<file path="config.mk">
export PLATFORM = sky130hd
export DESIGN_NAME = board_row_arbiter_flat
export DESIGN_NICKNAME = d
export VERILOG_FILES = /design/src/rtl/board_row_if.sv /design/src/rtl/board_row_arbiter.sv /design/src/flat_wrapper.sv
export SDC_FILE = /design/constraint.sdc
export NUM_CORES = 1
export LEC_CHECK = 0
export ABC_AREA = 1
export BUFFER_PORTS_ARGS = -buffer_cell sky130_fd_sc_hd__buf_2
export CELL_PAD_IN_SITES_DETAIL_PLACEMENT = 1
export CELL_PAD_IN_SITES_GLOBAL_PLACEMENT = 1
export CORE_AREA = 2 2 327 329
export CTS_BUF_LIST = sky130_fd_sc_hd__clkbuf_8
export DETAILED_ROUTE_END_ITERATION = 10
export DIE_AREA = 0 0 329 331
export GPL_ROUTABILITY_DRIVEN = 1
export PLACE_DENSITY_LB_ADDON = 0.1
export SETUP_SLACK_MARGIN = 0.1
export SYNTH_ARGS = -nofsm -noshare
export SYNTH_HDL_FRONTEND = slang
export SYNTH_SLANG_ARGS = --single-unit
</file>
<file path="constraint.sdc">
create_clock -name Clk -period 2.3 [get_ports Clk]
set_input_delay 0.345 -clock Clk [delete_from_list [all_inputs] [get_ports Clk]]
set_output_delay 0.345 -clock Clk [all_outputs]
set_load 0.1 [all_outputs]
</file>
<file path="src/rtl/board_row_if.sv">
// board_row_if: game-port handshake and RAM bus shared by the row arbiter and its peers.
interface board_row_if #(parameter int W = 160);
  logic         game_req, game_we, game_gnt, game_done, ram_we;
  logic [7:0]   game_addr, ram_addr;
  logic [W-1:0] game_wdata, game_rdata, ram_wdata, ram_rdata;
  modport slave (
    input  game_req, game_we, game_addr, game_wdata, ram_rdata,
    output game_gnt, game_done, game_rdata, ram_addr, ram_we, ram_wdata
  );
  modport master (
    output game_req, game_we, game_addr, game_wdata, ram_rdata,
    input  game_gnt, game_done, game_rdata, ram_addr, ram_we, ram_wdata
  );
endinterface

</file>
<file path="src/rtl/board_row_arbiter.sv">
// board_row_arbiter: shares the single-port board row RAM between display row fetches (priority) and the game port.
module board_row_arbiter #(
  parameter int ROWS   = 20,
  parameter int COLS   = 10,
  parameter int CW     = 16,
  parameter int RD_LAT = 1
) (
  input  logic                 Clk,
  input  logic                 Reset_n,
  input  logic                 LD_Row,
  input  logic [7:0]           rowNum,
  output logic [COLS-1:0][CW-1:0] Row,
  output logic                 rowReady,
  output logic                 disp_overrun,
  board_row_if.slave           bus
);
  localparam logic [1:0] LAT   = 2'(RD_LAT);
  localparam logic [7:0] NROWS = 8'(ROWS);
  typedef enum logic [1:0] {IDLE, DISP_RD, GAME_RD, GAME_WR} state_t;
  state_t                   state_q;
  logic [1:0]               cnt_q;
  logic                     ld_q, oor_q;
  logic [7:0]               row_num_q, disp_addr_q, disp_addr_d, ram_addr_q;
  logic                     disp_pend_q, disp_pend_d, disp_overrun_q, disp_overrun_d;
  logic                     ram_we_q, game_gnt_q, game_done_q, row_ready_q;
  logic [COLS*CW-1:0]       ram_wdata_q, game_rdata_q;
  logic [COLS-1:0][CW-1:0]  row_q;
  logic                     new_req, take_disp, oor_disp, oor_game;
  assign new_req   = LD_Row && (!ld_q || rowNum != row_num_q);
  assign take_disp = state_q == IDLE && disp_pend_q;
  assign oor_disp  = disp_addr_q >= NROWS;
  assign oor_game  = bus.game_addr >= NROWS;
  // A request landing in the cycle the old one is taken is fresh, not an overrun.
  always_comb begin
    disp_pend_d    = new_req || (disp_pend_q && !take_disp);
    disp_overrun_d = disp_overrun_q || (new_req && disp_pend_q && !take_disp);
    disp_addr_d    = new_req ? rowNum : disp_addr_q;
  end
  always_ff @(posedge Clk or negedge Reset_n) begin
    if (!Reset_n) begin
      state_q        <= IDLE;
      cnt_q          <= '0;
      ld_q           <= 1'b0;
      oor_q          <= 1'b0;
      row_num_q      <= '0;
      disp_addr_q    <= '0;
      disp_pend_q    <= 1'b0;
      disp_overrun_q <= 1'b0;
      ram_addr_q     <= '0;
      ram_we_q       <= 1'b0;
      ram_wdata_q    <= '0;
      game_gnt_q     <= 1'b0;
      game_done_q    <= 1'b0;
      game_rdata_q   <= '0;
      row_q          <= '0;
      row_ready_q    <= 1'b0;
    end else begin
      ld_q           <= LD_Row;
      row_num_q      <= rowNum;
      disp_addr_q    <= disp_addr_d;
      disp_pend_q    <= disp_pend_d;
      disp_overrun_q <= disp_overrun_d;
      ram_we_q       <= 1'b0;
      game_gnt_q     <= 1'b0;
      game_done_q    <= 1'b0;
      row_ready_q    <= 1'b0;
      case (state_q)
        IDLE: begin
          cnt_q <= '0;
          if (take_disp) begin
            state_q <= DISP_RD;
            oor_q   <= oor_disp;
            if (!oor_disp) ram_addr_q <= disp_addr_q;
          end else if (bus.game_req) begin
            state_q    <= bus.game_we ? GAME_WR : GAME_RD;
            oor_q      <= oor_game;
            game_gnt_q <= 1'b1;
            if (!oor_game) begin
              ram_addr_q <= bus.game_addr;
              ram_we_q   <= bus.game_we;
              if (bus.game_we) ram_wdata_q <= bus.game_wdata;
            end
          end
        end
        GAME_WR: begin
          state_q     <= IDLE;
          game_done_q <= 1'b1;
        end
        default: begin
          if (cnt_q == LAT) begin
            state_q <= IDLE;
            if (state_q == DISP_RD) begin
              row_q       <= oor_q ? '0 : bus.ram_rdata;
              row_ready_q <= 1'b1;
            end else begin
              game_rdata_q <= oor_q ? '0 : bus.ram_rdata;
              game_done_q  <= 1'b1;
            end
          end else begin
            cnt_q <= cnt_q + 2'd1;
          end
        end
      endcase
    end
  end
  assign Row            = row_q;
  assign rowReady       = row_ready_q;
  assign disp_overrun   = disp_overrun_q;
  assign bus.ram_addr   = ram_addr_q;
  assign bus.ram_we     = ram_we_q;
  assign bus.ram_wdata  = ram_wdata_q;
  assign bus.game_gnt   = game_gnt_q;
  assign bus.game_done  = game_done_q;
  assign bus.game_rdata = game_rdata_q;
endmodule

</file>
<file path="src/flat_wrapper.sv">
// flat-port wrapper written by rule: the top's interface ports become plain ports
module board_row_arbiter_flat 
#(
  parameter int ROWS   = 20,
  parameter int COLS   = 10,
  parameter int CW     = 16,
  parameter int RD_LAT = 1
)
  (Clk, Reset_n, LD_Row, rowNum, Row, rowReady, disp_overrun, bus_game_req, bus_game_we, bus_game_addr, bus_game_wdata, bus_ram_rdata, bus_game_gnt, bus_game_done, bus_game_rdata, bus_ram_addr, bus_ram_we, bus_ram_wdata);
  board_row_if bus_i ();
  input  logic Clk;
  input  logic Reset_n;
  input  logic LD_Row;
  input  logic [7:0] rowNum;
  output logic [COLS-1:0][CW-1:0] Row;
  output logic rowReady;
  output logic disp_overrun;
  input wire logic [$bits(bus_i.game_req)-1:0] bus_game_req;
  input wire logic [$bits(bus_i.game_we)-1:0] bus_game_we;
  input wire logic [$bits(bus_i.game_addr)-1:0] bus_game_addr;
  input wire logic [$bits(bus_i.game_wdata)-1:0] bus_game_wdata;
  input wire logic [$bits(bus_i.ram_rdata)-1:0] bus_ram_rdata;
  output wire logic [$bits(bus_i.game_gnt)-1:0] bus_game_gnt;
  output wire logic [$bits(bus_i.game_done)-1:0] bus_game_done;
  output wire logic [$bits(bus_i.game_rdata)-1:0] bus_game_rdata;
  output wire logic [$bits(bus_i.ram_addr)-1:0] bus_ram_addr;
  output wire logic [$bits(bus_i.ram_we)-1:0] bus_ram_we;
  output wire logic [$bits(bus_i.ram_wdata)-1:0] bus_ram_wdata;
  assign bus_i.game_req = bus_game_req;
  assign bus_i.game_we = bus_game_we;
  assign bus_i.game_addr = bus_game_addr;
  assign bus_i.game_wdata = bus_game_wdata;
  assign bus_i.ram_rdata = bus_ram_rdata;
  assign bus_game_gnt = bus_i.game_gnt;
  assign bus_game_done = bus_i.game_done;
  assign bus_game_rdata = bus_i.game_rdata;
  assign bus_ram_addr = bus_i.ram_addr;
  assign bus_ram_we = bus_i.ram_we;
  assign bus_ram_wdata = bus_i.ram_wdata;
  board_row_arbiter #(.ROWS(ROWS), .COLS(COLS), .CW(CW), .RD_LAT(RD_LAT)) u_core (.Clk(Clk), .Reset_n(Reset_n), .LD_Row(LD_Row), .rowNum(rowNum), .Row(Row), .rowReady(rowReady), .disp_overrun(disp_overrun), .bus(bus_i));
endmodule
</file>
### Word level (Yosys, flattened, before mapping)

Cells that the tools add are included.

* flip-flop bits (word level): 516
* output and inout port bits: 493
* word-level logic and storage cells: 89

* $add $sub $neg: 1
* order comparisons: 2
* eq/ne operators: 8
* mux-type cells: 27
* bitwise gates (word level): 5
* reduce and logical (&&, ||, !) cells: 21

Operators by type and width (number)
* 160-bit 2-to-1 mux: 1
* 8-bit 2-to-1 mux: 4
* 8-bit by 5-bit >= comparator with 1-bit output (second input constant): 2
* 1-bit 2-to-1 mux: 15
* 2-bit 2-to-1 mux: 4
* 8-bit != test: 1
* 2-bit case mux with 2 select lines: 2
* 2-bit AND reduction: 3
* 3-bit AND reduction: 2
* 1-bit logical AND: 5
* 1-bit inverter: 5
* 5-bit AND reduction: 1
* 2-bit by 1-bit == test with 1-bit output (second input constant): 2
* 2-bit by 1-bit != test with 1-bit output (second input constant): 2
* 4-bit AND reduction: 1
* 1-bit logical OR: 3
* 3-bit by 2-bit != test with 1-bit output (second input constant): 1
* 3-bit nonzero test: 1
* 2-bit by 1-bit adder with 2-bit output (second input constant): 1
* 2-bit == test (second input constant): 1
* 1-bit zero test: 2
* 2-bit zero test: 1
* 2-bit != test (second input constant): 1
* 1-bit case mux with 2 select lines: 1
* 2 further kinds: 2

### Longest topological paths before layout

Gate-level depths: netlist (run 1).

* depth in word-level cells: 6
* depth in mapped cells: 11
* mapped depth without buffers: 10

### Worst setup path before layout (run 1)

Ideal clock, no wire load.

* path type: register to register
* start: register u_core.state_q[0]
* end: register u_core.ram_addr_q[5], in the netlist u_core.bus.ram_addr[5]
* arrival: 1.520 ns
* required time: 2.181 ns
* path slack: 0.661 ns
* cell stages (with the launch flop): 12
* cells stage by stage: dfrtp_1 > inv_1 > ha_1 > buf_4 > nand2_2 > inv_2 > nand3_1 > o21ai_1 > nor2_2 > nand2_2 > inv_1 > nor2_1

* longest elaborated chain between the ends: 4
* elaborated cells on any way between the ends: 7
* classes of those cells: eq/ne (2); mux (1); reduce/logical (4)

RTL lines
* from (decl): RTL line board_row_arbiter.sv:20 `state_t state_q;`
* from (signal assigned): RTL line board_row_arbiter.sv:75 `state_q <= bus.game_we ? GAME_WR : GAME_RD;`
* 2-bit zero test (*): RTL line board_row_arbiter.sv:30, board_row_arbiter.sv:67
* 1-bit logical AND: RTL line board_row_arbiter.sv:30 `assign take_disp = state_q == IDLE && disp_pend_q;`
* 2-bit != test (no line) (tied with other cells)
* 4-bit AND reduction (no line)
* to (signal assigned): RTL line board_row_arbiter.sv:73 `if (!oor_disp) ram_addr_q <= disp_addr_q;`
* to (signal assigned): RTL line board_row_arbiter.sv:79 `ram_addr_q <= bus.game_addr;`
* to (decl): RTL line board_row_arbiter.sv:23 `logic [7:0] row_num_q, disp_addr_q, disp_addr_d, ram_addr_q;`

Mark *: on every way between the ends. The rest lies on a longest branch, timed or not.
A chain may end at the register's enable or synchronous reset.

### Worst setup path after layout (run 1)

* start: register u_core.state_q[0]
* end: register u_core.state_q[0]

* longest elaborated chain between the ends: 4
* elaborated cells on any way between the ends: 8
* classes of those cells: eq/ne (2); mux (2); reduce/logical (4)

RTL lines (RTL line)
* 2-bit zero test: board_row_arbiter.sv:30, board_row_arbiter.sv:67
* 1-bit logical AND: board_row_arbiter.sv:30
* 2-bit 2-to-1 mux / 3-bit by 2-bit != test with 1-bit output (equally long branches)
* 2-bit case mux with 2 select lines / 2-bit AND reduction (equally long branches)

Parallel ways exist; a longest one is shown, timed or not.

==> flow_metrics.tcl, run 1 <==
set metrics [dict create \
    status "finished, final reports clean" \
    synthTopCellsByArea "dfrtp_1 (62%), nand2_1 (27%), inv_1 (3.4%), nor2_1 (3.1%), buf_2 (1.1%)" \
    hold_class "in2async" \
    chipHeight_um 331 \
    drv_slew 0 \
    synth-seq-cells 516 \
    root_buffer "clkbuf_8" \
    synthDistinctLibCells 24 \
    setup_viol 0 \
    critPathLaunch "u_core.state_q[0]" \
    synth_top_area_share_pct 61.98 \
    nets 4117 \
    clk_path_buf_depth 3 \
    max_freq_ghz 0.4816 \
    reg2reg_to "u_core.state_q[0]" \
    rrSetupSlack_ns 0.22 \
    drive_above_1_share_pct 27.30 \
    grt_usage_pct 17.86 \
    finalCriticalPeriod_ns 2.076 \
    cap_violations 0 \
    yosysWarnings 0 \
    arrival_ns 2.67 \
    grt_use_met2_pct 31.40 \
    core_mm2 0.1050 \
    drtIter0Drc 777 \
    synthCells 2555 \
    antenna_found_initial 5 \
    wl_mm 99.75 \
    top_usage_layer "met2" \
    rows 119 \
    clock-sinks 516 \
    wire_per_inst_um 19.02 \
    area_growth_pct 55.21 \
    setup-tns-final_ns 0 \
    ant_nets 0 \
    worstPathRequired_ns 2.89 \
    synth_fp_nets 2902 \
    synth.top_cells.by_count "nand2_1 (1,499), dfrtp_1 (516), inv_1 (191)" \
    path_clk_slew_ns 0.06 \
    worst-path-buf-inv 4 \
    synth_top_area_cell "dfrtp_1" \
    via_per_inst 3.972 \
    grt_max_degree 128 \
    max_stage_delay_ns 0.56 \
    clkLatencyLatePin_ns 0.75 \
    hold_viol 0 \
    synth-seq-area-share_pct 61.98 \
    slew_headroom_pct 50.13 \
    syn_area_mm2 0.02083 \
    critical_path.cell_chain "inv_2 > ha_1 > buf_4 > nor2_2 > nand2_1 > o31ai_1 > inv_1 > o211ai_1 > dlygate4sd3_1 > o21ai_0" \
    port_buffers 833 \
    gr-usage-met3_pct 4.443 \
    start_util_pct 19.85 \
    first_global_vias 23220 \
    syn_area_per_cell_um2 8.154 \
    grt-ovfl-total 0 \
    final.period_utilization_pct 90.27 \
    setup.worst_path.end_class "flop" \
    io_pins 834 \
    cp-endpoint "u_core.state_q[0]" \
    yosysMostFrequentCell "nand2_1" \
    rsz0062_at_grt "no" \
    reg2reg_from "u_core.state_q[0]" \
    synth_edf_count 0 \
    dp_hpwl_mm 73.18 \
    cts_tree "done" \
    slowest_stage "dlygate4sd3_1" \
    grt_pass1_wl_mm 146.4 \
    synth-main-ff-cell "dfrtp_1" \
    dieArea_mm2 0.1089 \
    async_flop_share_pct 100.0 \
    cts-buffers-inserted 103 \
    tightest_slew_ns 0.7480 \
    dr.pass1.iters 4 \
    die_w_um 329 \
    use_met1_pct 20.50 \
    globalplace.congestion 0.8155 \
    num_vias 20830 \
    drc 0 \
    cp_num_cells 10 \
    htree_levels 3 \
    critPathMaxFanout 7 \
    cpLargestDelayFamily "buffers and inverters" \
    start_kind "flop" \
    r2r_cells 10 \
    path_class "reg2reg" \
    finClkSkew_ns 0.03675 \
]
## metal layers
metal,up-vias,wire length (µm)
met1,10140,39570
li1,9964,-
met3,180,5617
met2,540,50480
met4,4,4054
met5,-,27
## worst reg2reg max path: cells and delay by family (launching register included)
kind	cells	cell delay, ns
DFF	1	0.40
AOI/OAI and AO/OA	3	0.23
adders and majority gates	1	0.21
and+or+nand+nor	2	0.21
buffers and inverters	4	0.90
## cell usage in the layout (no fill, tap or decap), types with 2 or more instances in the layout
master,n
clkinv_2,9
buf_12,20
o21ai_0,6
o22ai_1,2
o21ai_1,2
buf_2,832
nand2_2,2
dlygate4sd3_1,338
nand2_1,1497
clkinvlp_4,3
inv_1,232
a21oi_1,4
nand3_1,17
nor2_2,2
nand2_4,3
nor2_1,172
inv_6,2
dfrtp_1,515
o211ai_1,2
inv_2,4
clkbuf_8,129
xnor2_1,2
ha_1,6
diode_2,4
buf_4,41
## state kept, by name (all words and copies together) (netlist names), 2 cells and up
signal,count
u_core.state_q,2
u_core.row_num_q,8
u_core.disp_addr_q,8
u_core.bus.ram_addr,8
u_core.bus.game_rdata,160
u_core.cnt_q,2
u_core.Row,160
u_core.bus.ram_wdata,160
## cell families after synthesis
| kind of cell | synth area share (%) |
|---|---|
| XOR/XNOR | 0.08410 |
| adder cells (fa/ha/maj) | 0.3604 |
| flip-flops | 61.98 |
| AO/OA/AOI/OAI | 0.4925 |
| AND/OR/NAND/NOR | 30.71 |
| buffers and inverters | 6.372 |
## layout make-up
| class | count | area (µm²) |
|---|---|---|
| fillers | 12740 | 72630 |
| flip-flops and latches | 516 | 12920 |
| repair buffers | 1232 | 8270 |
| multi-input cells | 1721 | 6615 |
| clock buffers | 129 | 1775 |
| well taps | 1391 | 1740 |
| inverters | 196 | 748.2 |
| clock inverters | 56 | 259.0 |
| diodes | 4 | 10.01 |
## through the flow
stage | util, % | hold WS (ns) | cell area [µm²] | setup WS (ns) | cells
floorplan | - | 0.04941 | 20830 | 0.6610 | 2555
global placement | 25.62 | 0.4087 | 26890 | 0.3971 | 4716
detailed placement | 25.62 | 0.4041 | 26890 | 0.3228 | 4716
CTS | 30.78 | 0.09915 | 32310 | 0.1358 | 5239
global route | 30.80 | 0.1726 | 32330 | 0.1015 | 5244
finish | 30.80 | 0.2146 | 32330 | 0.2237 | 5245
## how the worst min path moves through the flow
stage | startpoint | end | cells after the start
final | Reset_n | u_core.Row[78] | 2
after global routing | Reset_n | u_core.bus.game_rdata[77] | 2
after CTS | bus_game_addr[7] | u_core.bus.ram_addr[1] | 6
after detailed placement | Reset_n | u_core.Row[71] | 1
after global placement | Reset_n | u_core.Row[71] | 1
after floorplan | Reset_n | u_core.Row[0] | 0
## repair_timing
action	CTS	global route
endpoints found under the hold margin	578	0
resized for setup	0	3
setup endpoints to repair	0	1
hold buffers	338	0
setup buffers	0	2
Power of run 1 is not shown: default switching activity piles up to over one toggle a cycle in this logic, so the estimate is an artifact.
==> inputs of run 2 (changes only) <==
Settings changed: CELL_PAD_IN_SITES_DETAIL_PLACEMENT 1 to default, CELL_PAD_IN_SITES_GLOBAL_PLACEMENT 1 to default, CORE_AREA 2 2 327 329 to 2 2 329 331, DIE_AREA 0 0 329 331 to 0 0 331 333, PLACE_DENSITY_LB_ADDON 0.1 to default.
==> run 2 against run 1 <==
  * Clock skew down 0.0044 ns
  * Fmax increased by 3.3%
  * Sequential share of layout area is 0.28 points lower
  * Register-to-register slack better by 0.07 ns
  * Global-route usage decreased by 3.1 points
  * Worst setup slack improved by 0.067 ns
  * Wire length is 16% lower
  * Non-clock buffer count increased by 40
  * Die area up 1.2%
==> flow_metrics.tcl, run 2 (synthesized netlist as in run 1, its figures left out) <==
set metrics [dict create \
    status "finished, final reports clean" \
    cpLargestDelayFamily "buffers and inverters" \
    drive_above_1_share_pct 28.06 \
    hp-start "bus_ram_rdata[37]" \
    dr.pass1.iters 5 \
    port_buffers 833 \
    start_kind "flop" \
    slew_headroom_pct 54.14 \
    wl_mm 84.21 \
    final.period_utilization_pct 87.35 \
    globalplace.congestion 0.9154 \
    holdWs_ns 0.1118 \
    worst-path-buf-inv 5 \
    setup.worst_path.end_class "flop" \
    layout_commonest_cell "nand2_1" \
    first_global_vias 21490 \
    cap_violations 0 \
    finalCriticalPeriod_ns 2.009 \
    antenna_found_initial 12 \
    arrival_ns 2.61 \
    cts-buffers-inserted 95 \
    path_clk_slew_ns 0.06 \
    clkLatencyLatePin_ns 0.72 \
    drv_slew 0 \
    nets 4149 \
    rows 120 \
    min_path_cells 5 \
    drc 0 \
    reg2reg_to "u_core.state_q[0]" \
    critPathMaxFanout 7 \
    clock-sinks 516 \
    finClkSkew_ns 0.03238 \
    hold_class "in2reg" \
    critPathLaunch "u_core.state_q[0]" \
    grt_pass1_wl_mm 125.6 \
    drtIter0Drc 1228 \
    layout_common_cells "nand2_1 (1,497), buf_2 (832), dfrtp_1 (515)" \
    dieArea_mm2 0.1102 \
    wire_per_inst_um 15.95 \
    setup_viol 0 \
    max_freq_ghz 0.4977 \
    hold_viol 0 \
    max_stage_delay_ns 0.56 \
    cts_tree "done" \
    clk_path_buf_depth 3 \
    r2r_cells 9 \
    num_vias 20970 \
    core_mm2 0.1066 \
    io_pins 834 \
    cp_num_cells 9 \
    ant_nets 0 \
    reg2reg_from "u_core.state_q[0]" \
    crit_top_cell "inv_1" \
    rsz0062_at_grt "no" \
    grt_max_degree 129 \
    root_buffer "clkbuf_8" \
    rrSetupSlack_ns 0.29 \
    grt_usage_pct 14.79 \
    start_util_pct 19.54 \
    cp-endpoint "u_core.state_q[0]" \
    setup-tns-final_ns 0 \
    via_per_inst 3.974 \
    path_class "reg2reg" \
    dp_hpwl_mm 59.95 \
    htree_levels 3 \
    critical_path.cell_chain "inv_1 > ha_2 > buf_6 > inv_1 > o31ai_2 > inv_1 > o211ai_1 > dlygate4sd3_1 > o21ai_0" \
    grt-ovfl-total 0 \
    worstPathRequired_ns 2.90 \
    die_w_um 331 \
    slowest_stage "dlygate4sd3_1" \
    tightest_slew_ns 0.6878 \
    chipHeight_um 333 \
    area_growth_pct 56.32 \
]
==> run 2: cell count changes in the layout (fill, tap and decap cells not counted), moves of 2 or more <==
| cell | previous run | this run |
|---|---|---|
| buf_12 | 20 | 22 |
| buf_4 | 41 | 81 |
| bufinv_16 | 1 | 4 |
| clkbuf_8 | 129 | 116 |
| diode_2 | 4 | 8 |
| dlygate4sd3_1 | 338 | 335 |
| inv_1 | 232 | 220 |
| inv_2 | 4 | 2 |
==> run 2: final cells by class <==
class	count	area [µm²]
Tap cell	1403	1755
Clock inverter	46	309.0
Timing Repair Buffer	1272	8592
Antenna cell	8	20.02
Sequential cell	516	12920
Inverter	196	748.2
Clock buffer	116	1597
Multi-Input combinational cell	1721	6628
Fill cell	11210	74040
==> run 2: worst min path at each step <==
stage / to
3_3_place_gp: u_core.Row[50]
2_1_floorplan: u_core.Row[0]
5_1_grt: u_core.rowReady
6_report: u_core.Row[37]
3_5_place_dp: u_core.Row[50]
4_1_cts: u_core.Row[16]
==> run 2: metrics by stage <==
step	utilization (%)	setup slack, ns	area [µm²]	instances
after floorplan	-	0.6610	20830	2555
after global placement	25.56	0.4048	27240	4770
after detailed placement	25.56	0.3729	27240	4770
after CTS	30.49	0.1956	32500	5267
after global routing	30.54	0.1107	32560	5275
final	30.55	0.2909	32570	5278
==> run 2: routing by layer <==
metal  share of wire [%]  GRT usage [%]  routed length [µm]
met3                 7.8          3.572                6557
met1                  41          17.81               34290
met5               0.031              0                  26
met2                  47          24.25               39370
met4                 4.7          7.897                3966
==> run 2: tightest hold or removal path, delay by kind of cell <==
family / cells / cell delay (ns)
simple gates: 3 / 0.21
buf+inv: 2 / 0.21
==> run 2: timing repair <==
item / CTS / global route
hold endpoints to repair: 854 / 0
hold buffers: 335 / 0
endpoints found under the setup margin: 0 / 1
gates resized for setup: 0 / 5
buffers inserted: 0 / 3
Power of run 2 is left out for the same reason.
